`src/rtl/ws2812_pkg.sv`:
```
// Shared constants, FSM state type and pixel reordering helper for the WS2812 frame feeder.
package ws2812_pkg;

   localparam int unsigned LED_NUM_DEFAULT = 64;
   localparam int unsigned BITS_PER_LED    = 24;

   typedef enum logic [1:0] {
      StIdle,
      StFetch,
      StShift,
      StDone
   } fsm_state_e;

   // Host pixels arrive as {R,G,B}; the LED wire order is {G,R,B}.
   function automatic logic [BITS_PER_LED-1:0] rgb_to_grb(input logic [BITS_PER_LED-1:0] rgb);
      return {rgb[15:8], rgb[23:16], rgb[7:0]};
   endfunction

endpackage

```
`src/rtl/ws2812_frame_feeder_if.sv`:
```
// Host write port plus serializer bit handshake of the WS2812 frame feeder.
interface ws2812_frame_feeder_if #(
   parameter int unsigned LED_NUM = ws2812_pkg::LED_NUM_DEFAULT
) ();
   import ws2812_pkg::*;

   localparam int unsigned AW = $clog2(LED_NUM);

   logic                    wr_en;
   logic [AW-1:0]           wr_addr;
   logic [BITS_PER_LED-1:0] wr_data;
   logic                    frame_start;
   logic                    bit_req;
   logic                    bit_out;
   logic                    bit_valid;
   logic                    busy;
   logic                    frame_done;

   // Host / serializer side
   modport master (
      output wr_en, wr_addr, wr_data, frame_start, bit_req,
      input  bit_out, bit_valid, busy, frame_done
   );

   // Feeder side
   modport slave (
      input  wr_en, wr_addr, wr_data, frame_start, bit_req,
      output bit_out, bit_valid, busy, frame_done
   );

endinterface

```
`src/rtl/ws2812_pixel_ram.sv`:
```
// Double-buffered pixel store: writes go to the back bank, a registered read port serves the
// front bank selected by i_bank_sel.
module ws2812_pixel_ram
   import ws2812_pkg::*;
#(
   parameter int unsigned LED_NUM = LED_NUM_DEFAULT,
   localparam int unsigned AW = $clog2(LED_NUM)
) (
   input  logic                    i_clk,
   input  logic                    i_bank_sel,
   input  logic                    i_wr_en,
   input  logic [AW-1:0]           i_wr_addr,
   input  logic [BITS_PER_LED-1:0] i_wr_data,
   input  logic [AW-1:0]           i_rd_addr,
   output logic [BITS_PER_LED-1:0] o_rd_data
);

   logic [BITS_PER_LED-1:0] r_bank0 [LED_NUM];
   logic [BITS_PER_LED-1:0] r_bank1 [LED_NUM];
   logic                    w_wr_ok;

   // Out-of-range addresses only exist when LED_NUM is not a power of two.
   assign w_wr_ok = i_wr_en && (32'(i_wr_addr) < LED_NUM);

   // Bank 0 is the back bank while bank 1 is in front.
   always_ff @(posedge i_clk) begin
      if (w_wr_ok && i_bank_sel) begin
         r_bank0[i_wr_addr] <= i_wr_data;
      end
   end

   // Bank 1 is the back bank while bank 0 is in front.
   always_ff @(posedge i_clk) begin
      if (w_wr_ok && !i_bank_sel) begin
         r_bank1[i_wr_addr] <= i_wr_data;
      end
   end

   // Synchronous read of the front bank.
   always_ff @(posedge i_clk) begin
      o_rd_data <= i_bank_sel ? r_bank1[i_rd_addr] : r_bank0[i_rd_addr];
   end

endmodule

```
`src/rtl/ws2812_frame_feeder.sv`:
```
// Streams a double-buffered frame of GRB pixels, MSB first, one bit per serializer request.
module ws2812_frame_feeder
   import ws2812_pkg::*;
#(
   parameter int unsigned LED_NUM = LED_NUM_DEFAULT
) (
   input  logic                  i_sys_clk,
   input  logic                  i_sys_rst,
   ws2812_frame_feeder_if.slave  io_bus
);

   localparam int unsigned     AW      = $clog2(LED_NUM);
   localparam logic [AW-1:0]   LastPix = AW'(LED_NUM - 1);
   localparam logic [4:0]      LastBit = 5'(BITS_PER_LED - 1);

   fsm_state_e              r_state;
   logic                    r_bank_sel;
   logic [AW-1:0]           r_pix_idx;
   logic [4:0]              r_bit_cnt;
   logic [BITS_PER_LED-1:0] r_shreg;
   logic [BITS_PER_LED-1:0] r_prefetch;
   logic                    r_bit_valid;
   logic                    r_busy;
   logic                    r_frame_done;
   logic                    r_fetch_rdy;
   logic [AW-1:0]           w_rd_addr;
   logic [BITS_PER_LED-1:0] w_rd_data;

   // FETCH reads pixel 0; afterwards the read port tracks the pixel after the one shifting.
   always_comb begin
      w_rd_addr = '0;
      if (r_state != StFetch && r_pix_idx != LastPix) begin
         w_rd_addr = r_pix_idx + AW'(1);
      end
   end

   ws2812_pixel_ram #(
      .LED_NUM (LED_NUM)
   ) u_ram (
      .i_clk      (i_sys_clk),
      .i_bank_sel (r_bank_sel),
      .i_wr_en    (io_bus.wr_en),
      .i_wr_addr  (io_bus.wr_addr),
      .i_wr_data  (io_bus.wr_data),
      .i_rd_addr  (w_rd_addr),
      .o_rd_data  (w_rd_data)
   );

   // Prefetch the next pixel while the current one shifts; the front bank is stable mid-frame.
   always_ff @(posedge i_sys_clk or posedge i_sys_rst) begin
      if (i_sys_rst) begin
         r_prefetch <= '0;
      end else if (r_state == StShift) begin
         r_prefetch <= w_rd_data;
      end
   end

   // Frame sequencing, bit shifting and registered status outputs.
   always_ff @(posedge i_sys_clk or posedge i_sys_rst) begin
      if (i_sys_rst) begin
         r_state      <= StIdle;
         r_bank_sel   <= 1'b0;
         r_pix_idx    <= '0;
         r_bit_cnt    <= '0;
         r_shreg      <= '0;
         r_bit_valid  <= 1'b0;
         r_busy       <= 1'b0;
         r_frame_done <= 1'b0;
         r_fetch_rdy  <= 1'b0;
      end else begin
         unique case (r_state)
            StIdle: begin
               if (io_bus.frame_start) begin
                  r_bank_sel  <= ~r_bank_sel;
                  r_pix_idx   <= '0;
                  r_busy      <= 1'b1;
                  r_fetch_rdy <= 1'b0;
                  r_state     <= StFetch;
               end
            end
            StFetch: begin
               // First cycle issues the read of pixel 0, second consumes its data.
               if (!r_fetch_rdy) begin
                  r_fetch_rdy <= 1'b1;
               end else begin
                  r_shreg     <= rgb_to_grb(w_rd_data);
                  r_bit_cnt   <= '0;
                  r_bit_valid <= 1'b1;
                  r_state     <= StShift;
               end
            end
            StShift: begin
               if (io_bus.bit_req && r_bit_valid) begin
                  if (r_bit_cnt != LastBit) begin
                     r_shreg   <= {r_shreg[BITS_PER_LED-2:0], 1'b0};
                     r_bit_cnt <= r_bit_cnt + 5'd1;
                  end else if (r_pix_idx != LastPix) begin
                     r_shreg   <= rgb_to_grb(r_prefetch);
                     r_bit_cnt <= '0;
                     r_pix_idx <= r_pix_idx + AW'(1);
                  end else begin
                     r_shreg     <= '0;
                     r_bit_valid <= 1'b0;
                     r_state     <= StDone;
                  end
               end
            end
            StDone: begin
               // Pulse frame_done, then drop busy one cycle later so a restart cannot race it.
               if (!r_frame_done) begin
                  r_frame_done <= 1'b1;
               end else begin
                  r_frame_done <= 1'b0;
                  r_busy       <= 1'b0;
                  r_state      <= StIdle;
               end
            end
            default: begin
               r_state <= StIdle;
            end
         endcase
      end
   end

   assign io_bus.bit_out    = r_shreg[BITS_PER_LED-1];
   assign io_bus.bit_valid  = r_bit_valid;
   assign io_bus.busy       = r_busy;
   assign io_bus.frame_done = r_frame_done;

endmodule

```
`src/flat_wrapper.sv`:
```
// flat-port wrapper written by rule: the top's interface ports become plain ports
module ws2812_frame_feeder_flat import ws2812_pkg::*;
#(
   parameter int unsigned LED_NUM = LED_NUM_DEFAULT
)
  (i_sys_clk, i_sys_rst, io_bus_wr_en, io_bus_wr_addr, io_bus_wr_data, io_bus_frame_start, io_bus_bit_req, io_bus_bit_out, io_bus_bit_valid, io_bus_busy, io_bus_frame_done);
  ws2812_frame_feeder_if #(.LED_NUM(LED_NUM)) io_bus_i ();
  input  logic i_sys_clk;
  input  logic i_sys_rst;
  input wire logic [$bits(io_bus_i.wr_en)-1:0] io_bus_wr_en;
  input wire logic [$bits(io_bus_i.wr_addr)-1:0] io_bus_wr_addr;
  input wire logic [$bits(io_bus_i.wr_data)-1:0] io_bus_wr_data;
  input wire logic [$bits(io_bus_i.frame_start)-1:0] io_bus_frame_start;
  input wire logic [$bits(io_bus_i.bit_req)-1:0] io_bus_bit_req;
  output wire logic [$bits(io_bus_i.bit_out)-1:0] io_bus_bit_out;
  output wire logic [$bits(io_bus_i.bit_valid)-1:0] io_bus_bit_valid;
  output wire logic [$bits(io_bus_i.busy)-1:0] io_bus_busy;
  output wire logic [$bits(io_bus_i.frame_done)-1:0] io_bus_frame_done;
  assign io_bus_i.wr_en = io_bus_wr_en;
  assign io_bus_i.wr_addr = io_bus_wr_addr;
  assign io_bus_i.wr_data = io_bus_wr_data;
  assign io_bus_i.frame_start = io_bus_frame_start;
  assign io_bus_i.bit_req = io_bus_bit_req;
  assign io_bus_bit_out = io_bus_i.bit_out;
  assign io_bus_bit_valid = io_bus_i.bit_valid;
  assign io_bus_busy = io_bus_i.busy;
  assign io_bus_frame_done = io_bus_i.frame_done;
  ws2812_frame_feeder #(.LED_NUM(LED_NUM)) u_core (.i_sys_clk(i_sys_clk), .i_sys_rst(i_sys_rst), .io_bus(io_bus_i));
endmodule
```
`config.mk`:
```
export PLATFORM = sky130hd
export DESIGN_NAME = ws2812_frame_feeder_flat
export DESIGN_NICKNAME = d
export VERILOG_FILES = /design/src/rtl/ws2812_pkg.sv /design/src/rtl/ws2812_frame_feeder_if.sv /design/src/rtl/ws2812_pixel_ram.sv /design/src/rtl/ws2812_frame_feeder.sv /design/src/flat_wrapper.sv
export SDC_FILE = /design/constraint.sdc
export NUM_CORES = 2
export LEC_CHECK = 0
export BUFFER_PORTS_ARGS = -buffer_cell sky130_fd_sc_hd__buf_2
export CORE_ASPECT_RATIO = 0.7
export CORE_UTILIZATION = 57
export DETAILED_ROUTE_END_ITERATION = 10
export GPL_ROUTABILITY_DRIVEN = 0
export PLACE_DENSITY_LB_ADDON = 0.12
export SYNTH_ARGS = -nofsm -noshare
export SYNTH_HDL_FRONTEND = slang
export SYNTH_SLANG_ARGS = --single-unit
```
`constraint.sdc`:
```
create_clock -name i_sys_clk -period 3.4 [get_ports i_sys_clk]
set_input_delay 0.68 -clock i_sys_clk [delete_from_list [all_inputs] [get_ports i_sys_clk]]
set_output_delay 0.68 -clock i_sys_clk [all_outputs]
set_load 0.005 [all_outputs]
```
---- Word-level counts from Yosys, hierarchy flattened ----
Memories as Yosys holds them, arrays and structs flattened.
Index checks and enable logic that the tools add are counted.
W data, S select, Z words.
cells by class
  shifts and indexed selects .............. 0
  reductions and logical operators ........ 18
  divide/modulo/power cells ............... 0
  multipliers ............................. 0
  bitwise gates (word level) .............. 1
  $add $sub $neg .......................... 2
  multiplexer cells ....................... 39
  eq/ne operators ......................... 14
  magnitude comparators ................... 0
operators with widths
  operator               count
  $mux W24               5
  $pmux W24 S2           1
  $mux W6                5
  $mux W5                4
  $mux W1                12
  $mux W2                6
  $pmux W6 S2            1
  $ne A2 B2 Y1 const B   5
  $pmux W5 S2            1
  $reduce_and A5 Y1      2
  $pmux W2 S4            1
  $reduce_bool A2 Y1     4
  $add A6 B1 Y6 const B  1
  $ne A2 B1 Y1 const B   3
  $ne A6 B6 Y1 const B   1
  $pmux W1 S2            3
  $reduce_and A3 Y1      2
  $reduce_and A6 Y1      1
  $add A5 B1 Y5 const B  1
  $ne A5 B5 Y1 const B   1
  $eq A2 B2 Y1 const B   2
  $logic_and A1 B1 Y1    4
  $reduce_and A2 Y1      2
  $reduce_and A4 Y1      1
  other kinds (5)        5
storage, ports and cells
  bits in latches ......................... 0
  output and inout port bits .............. 4
  RAM bits ................................ 3,072
  logic and storage cells ................. 87
  memories ................................ 2
  bits of input ports ..................... 35
  ROM bits ................................ 0
  flip-flop bits (word level) ............. 90
memory list
  name                  words  bits a word  rd ports  clocked after memory_dff  wr ports  line                    RTL
  u_core.u_ram.r_bank0  64     24           1         0                         1         ws2812_pixel_ram.sv:18  logic [BITS_PER_LED-1:0] r_bank0 [LED_NUM];
  u_core.u_ram.r_bank1  64     24           1         0                         1         ws2812_pixel_ram.sv:19  logic [BITS_PER_LED-1:0] r_bank1 [LED_NUM];

---- Depth between registers and ports, before layout ----
  depth in word-level cells ............... 5
  depth in mapped cells ................... 14
  mapped depth without buffers ............ 9

---- Modules after synthesis ----
A second synthesis with hierarchy kept.
second synthesis, totals
  cell total of the unflattened synthesis .. 4,876
  area, all modules ....................... 120,762.1 µm²
by module, submodules not included
  module               cells an instance  sequential area each (µm²)  times used  area each (µm²)
  ws2812_pixel_ram     4,545              92,728.9                    1           117,407.6
  ws2812_frame_feeder  331                1,651.6                     1           3,354.5

---- Least setup slack after synthesis ----
No wires, ideal clock.
  path kind ............................... input-to-reg
  from .................................... in io_bus_wr_addr[3]
  to ...................................... mem u_core.u_ram.r_bank0[10][0] (enable)
  data arrival time ....................... 2.786 ns
  setup time .............................. 0.405 ns
  data required time ...................... 2.995 ns
  setup slack ............................. 0.209 ns
  stages on the path ...................... 6
  buffers on the path ..................... 2
  path through ............................ clkbuf_1 or3b_2 clkbuf_1 inv_1 nand2_1 nor2_1
RTL lines
  element          line                    RTL
  start, declared  flat_wrapper.sv:11      input wire logic [$bits(io_bus_i.wr_addr)-1:0] io_bus_wr_addr;
  end, declared    ws2812_pixel_ram.sv:18
No word-level cell before the write port.

---- Final worst setup path ----
  from .................................... reg u_core.r_state[1]
  to ...................................... reg u_core.u_ram.o_rd_data[8]
between the ends
  cells in the longest elaborated chain, start to end .. 5
  elaborated cells on any way between the ends .. 6
  classes of those cells .................. 1 x eq/ne; 2 x mux; 1 x reduce/logical; 2 x memory
RTL lines
  element                             line                       RTL
  start, declared                     ws2812_frame_feeder.sv:16  fsm_state_e r_state;
  start signal, assigned              ws2812_frame_feeder.sv:61  r_state <= StIdle;
  start signal, assigned              ws2812_frame_feeder.sv:78  r_state <= StFetch;
  start signal, assigned              ws2812_frame_feeder.sv:89  r_state <= StShift;
  $ne A2 B1 Y1 *                      ws2812_frame_feeder.sv:32  if (r_state != StFetch && r_pix_idx != LastPix) begin
  $logic_and A1 B1 Y1 *               ws2812_frame_feeder.sv:32
  $mux W6 *                           ws2812_frame_feeder.sv:32
  $mem_v2 Z64 W24 (on tied branches)  --
  $mux W24 *                          ws2812_pixel_ram.sv:41     o_rd_data <= i_bank_sel ? r_bank1[i_rd_addr] : r_bank0[i_rd_addr];
  end signal, assigned                ws2812_pixel_ram.sv:41
  end, declared                       ws2812_pixel_ram.sv:15     output logic [BITS_PER_LED-1:0] o_rd_data
Every way passes the cells marked *; elsewhere a longest branch is shown, timed or not.
A chain may end at the register's enable or synchronous reset.

==> key figures <==
Status
  • Outcome: finished, violations left
  • Failing checks: setup timing

Timing
  • Max Slew Vio Count: 0
  • Hold slack: 0.07435 ns
  • Slew margin rel.: 0.2578
  • RSZ-0062 raised after global routing: true
  • Slew @ Worst Pin: 1.113 ns
  • Final setup fails: 5
  • Highest clock rate: 291.9 MHz
  • Final period utilization: 1.007
  • Crit path setup slack, layout: -0.02546 ns
  • Final count of hold timing violations: 0
  • Worst Clk Skew: 0.05505 ns
  • Crit path time final: 3.425 ns

Cells and area
  • Commonest non-fill, non-tap cells in the layout: edfxtp_1 (3,072), nand2_1 (837), buf_4 (611), mux2i_1 (463), o21ai_0 (376)
  • Post-layout instance area: 144,800 um^2
  • Most common cell after layout, fill and taps aside: edfxtp_1
  • Layout cells sized above 1: 0.1969
  • Final core occ: 0.6671
  • Area grow syn2layout: 16.37%
  • Final nets: 8,495

Setup path
  • Top delay family on crit path: compound AO/OA/AOI/OAI gates
  • Critical path class: register to register
  • CP max stage cell: o221ai_1
  • Buffers & Inverters on Critical Path: 4
  • CP Cell Sequence: inv_1 > ha_4 > nand2b_4 > a21oi_4 > buf_4 > buf_12 > o221ai_1 > a22o_1 > a211oi_2 > buf_4 > o311ai_2
  • Crit path DAT: 4.16 ns
  • CP peak stage delay: 0.38 ns
  • Startpoint Class: register
  • Crit path required time: 4.13 ns
  • CP most frequent cell: buf_4
  • CP Capture Type: register
  • Max FO, Critical Path: 60

Flow run
  • Max Cap Viol: 0

Drt
  • Post-DRT Antenna Nets: 0
  • Vias per inst: 6.815
  • Initial DRC Count: 13,885
  • Pre-antenna DRT Iters: 9
  • Routed wire per std cell: 33.39 um
  • Final WL: 387,000 um
  • Drc violations: 0
  • Via count: 78,990

Synthesis
  • Register bit total from synthesis: 3,162
  • Post-synthesis cell count: 7,922
  • Post-synthesis adder-cell area fraction: 0.0006034
  • Post-synth cell types: 88
  • Multiplexer area fraction after synthesis: 0.05465
  • Ys async rst share: 0.02087
  • Post-synth EDFFs: 3,072
  • Synth Flop Type: edfxtp_1
  • Xor/xnor share of the synthesized area: 0.0006235
  • Synthesized area: 124,400 um^2
  • Synth Area in Simple Gates: 0.06550
  • Post-Syn Nets: 7,963
  • Sequential area share after synthesis: 0.7586
  • Largest family of logic cells by synthesized area: compound AO/OA/AOI/OAI gates
  • Post-Synthesis Mean Instance Area: 15.71 um^2
  • Yosys warns: 0
  • Compound-cell area share of the yosys netlist: 0.09699

GRT
  • Largest net degree at the start of global routing: 177
  • First-pass GRT wire length: 539,100 um
  • Grt total ovfl: 0
  • Initial antenna violation count: 34
  • Total Routing Usage GR: 0.3437
  • Number of global-route vias before repair: 73,468

CTS
  • CTS tree: built
  • CTS Buffer Depth: 4
  • Htree depth: 5
  • Clock Latency Late Sink: 0.87 ns
  • Clock-pin slew on the worst setup and hold paths: 0.06 ns
  • Clk sink count: 3,162
  • CTS buffer count: 294
  • Root buffer cell: clkbuf_16

Die
  • # IOs: 39
  • Die Span X: 560.4 um
  • Die ar.: 220,200 um^2
  • Initial Util: 0.5733
  • Height of the die: 392.9 um
  • Num rows: 143
  • Core ar.: 217,000 um^2

Pwr
  • Leak pwr: 48.47 nW
  • P per Cell Area: 786.3 nW/um^2
  • Worst VDD drop: 831.6 uV
  • Total power: 113.8 mW

Placement
  • HPWL after DPL: 230,100 um
  • Post-DP Area: 133,400 um^2
  • # port buffers: 38
  • DP Worst Slack: -0.8152 ns

Min path
  • Hold WC Path Type: input pin to register
==> layout make-up <==
| cell class | count | area, um^2 |
|---|---|---|
| flip-flops and latches | 3162 | 94380 |
| diodes | 12 | 30.03 |
| fillers | 14653 | 72240 |
| clock inverters | 142 | 1381 |
| clock buffers | 379 | 7883 |
| well taps | 2900 | 3628 |
| inverters | 19 | 76.32 |
| repair buffers | 837 | 8937 |
| multi-input cells | 4140 | 28470 |
==> final timing paths <==
check | start | slack [ns] | to | cells after the start
setup reg to reg | u_core.r_state[1] | -0.03 | u_core.u_ram.o_rd_data[8] | 11
hold / removal | io_bus_wr_data[11] | 0.07 | u_core.u_ram.r_bank0[58][11] | 1
max in group asynchronous | i_sys_rst | 2.58 | u_core.r_pix_idx[0] | 4
min in group asynchronous | i_sys_rst | 0.40 | u_core.io_bus.bit_valid | 4
setup / recovery | u_core.r_state[1] | -0.03 | u_core.u_ram.o_rd_data[8] | 11
hold reg to reg | u_core.r_shreg[5] | 0.49 | u_core.r_shreg[5] | 2
==> cells by family after synthesis <==
| logic type | count (synthesis) |
|---|---|
| adder cells (fa/ha/maj) | 6 |
| AO/OA/AOI/OAI | 1719 |
| flip-flops | 3162 |
| XOR/XNOR | 5 |
| multiplexers | 609 |
| buffers and inverters | 621 |
| AND/OR/NAND/NOR | 1800 |
==> registers in the layout, summed over array words and instances, names as in the netlist <==
name and count:
u_core.r_state 2, u_core.r_pix_idx 6, u_core.u_ram.o_rd_data 24, u_core.r_prefetch 24, u_core.r_shreg 24, u_core.io_bus.frame_done 1, u_core.u_ram.r_bank1 1536, u_core.r_bank_sel 1
u_core.r_bit_cnt 5, u_core.u_ram.r_bank0 1536, u_core.io_bus.busy 1, u_core.r_fetch_rdy 1, u_core.io_bus.bit_valid 1
==> power by group <==
| part | switching (mW) | total [mW] | internal [mW] |
|---|---|---|---|
| Combinational | 23.8 | 37.3 | 13.5 |
| Sequential | 0.672 | 44.0 | 43.3 |
| Clock | 14.3 | 32.5 | 18.2 |
| Total | 38.8 | 114 | 75.0 |
==> synthesized netlist by cell type, drive strengths merged (10+ instances only) <==
cell,number,area [um^2]
buf,317,1728
dfxtp,24,480.5
o311ai,76,665.6
nand2,842,3163
a22oi,10,75.07
dfrtp,66,1652
mux2i,470,4705
o22ai,114,713.2
nor3,149,767.0
a31o,22,192.7
o32a,19,190.2
or3,25,161.4
o31ai,21,157.7
nor3b,12,90.09
inv,19,71.31
a21oi,180,919.6
a21boi,18,138.9
and3,65,406.6
a32oi,70,613.1
edfxtp,3072,92250
nor2,250,950.9
a221oi,95,832.1
mux4,47,1059
o32ai,26,227.7
o211ai,72,550.5
nand2b,39,244.0
o21ai,391,1961
clkbuf,285,1070
a22o,24,210.2
a211o,26,227.7
a211oi,42,327.8
nor4,99,625.6
a31oi,227,1420
nand3,252,1279
mux2,92,1036
or2,20,125.1
a221o,15,150.1
or4,18,135.1
o221ai,138,1209
o211a,78,780.8
==> through the flow <==
step / TNS (ns) / cells
after detailed placement: -10.67 / 10981
final: -0.05956 / 11591
after floorplan: 0 / 7922
after CTS: -0.1496 / 11541
after global placement: -10.18 / 10980
after global routing: -0.2730 / 11585
==> worst reg2reg max path, cell delays in order, from the launching register on <==
cell and delay [ns]:
dfrtp_1 0.35, inv_1 0.08, ha_4 0.24, nand2b_4 0.27
a21oi_4 0.21, buf_4 0.31, buf_12 0.36, o221ai_1 0.50
a22o_1 0.35, a211oi_2 0.26, buf_4 0.23, o311ai_2 0.14
==> routing by layer <==
layer,share of wire,vias to the layer above,GRT usage,wire (um)
met1,0.40,39903,0.5195,154200
met3,0.15,754,0.09725,56350
met5,0.00014,-,0,54
met2,0.42,5712,0.4775,162000
li1,-,32613,-,-
met4,0.037,8,0.1218,14420
==> what timing repair did <==
item	CTS	global route
setup buffers	30	25
hold endpoints to repair	66	0
gates resized for setup	117	86
cloned	8	13
setup endpoints to repair	24	24
pin swaps	20	18
hold buffers	1	0
No activity file was read; power rests on OpenSTA's default activity.
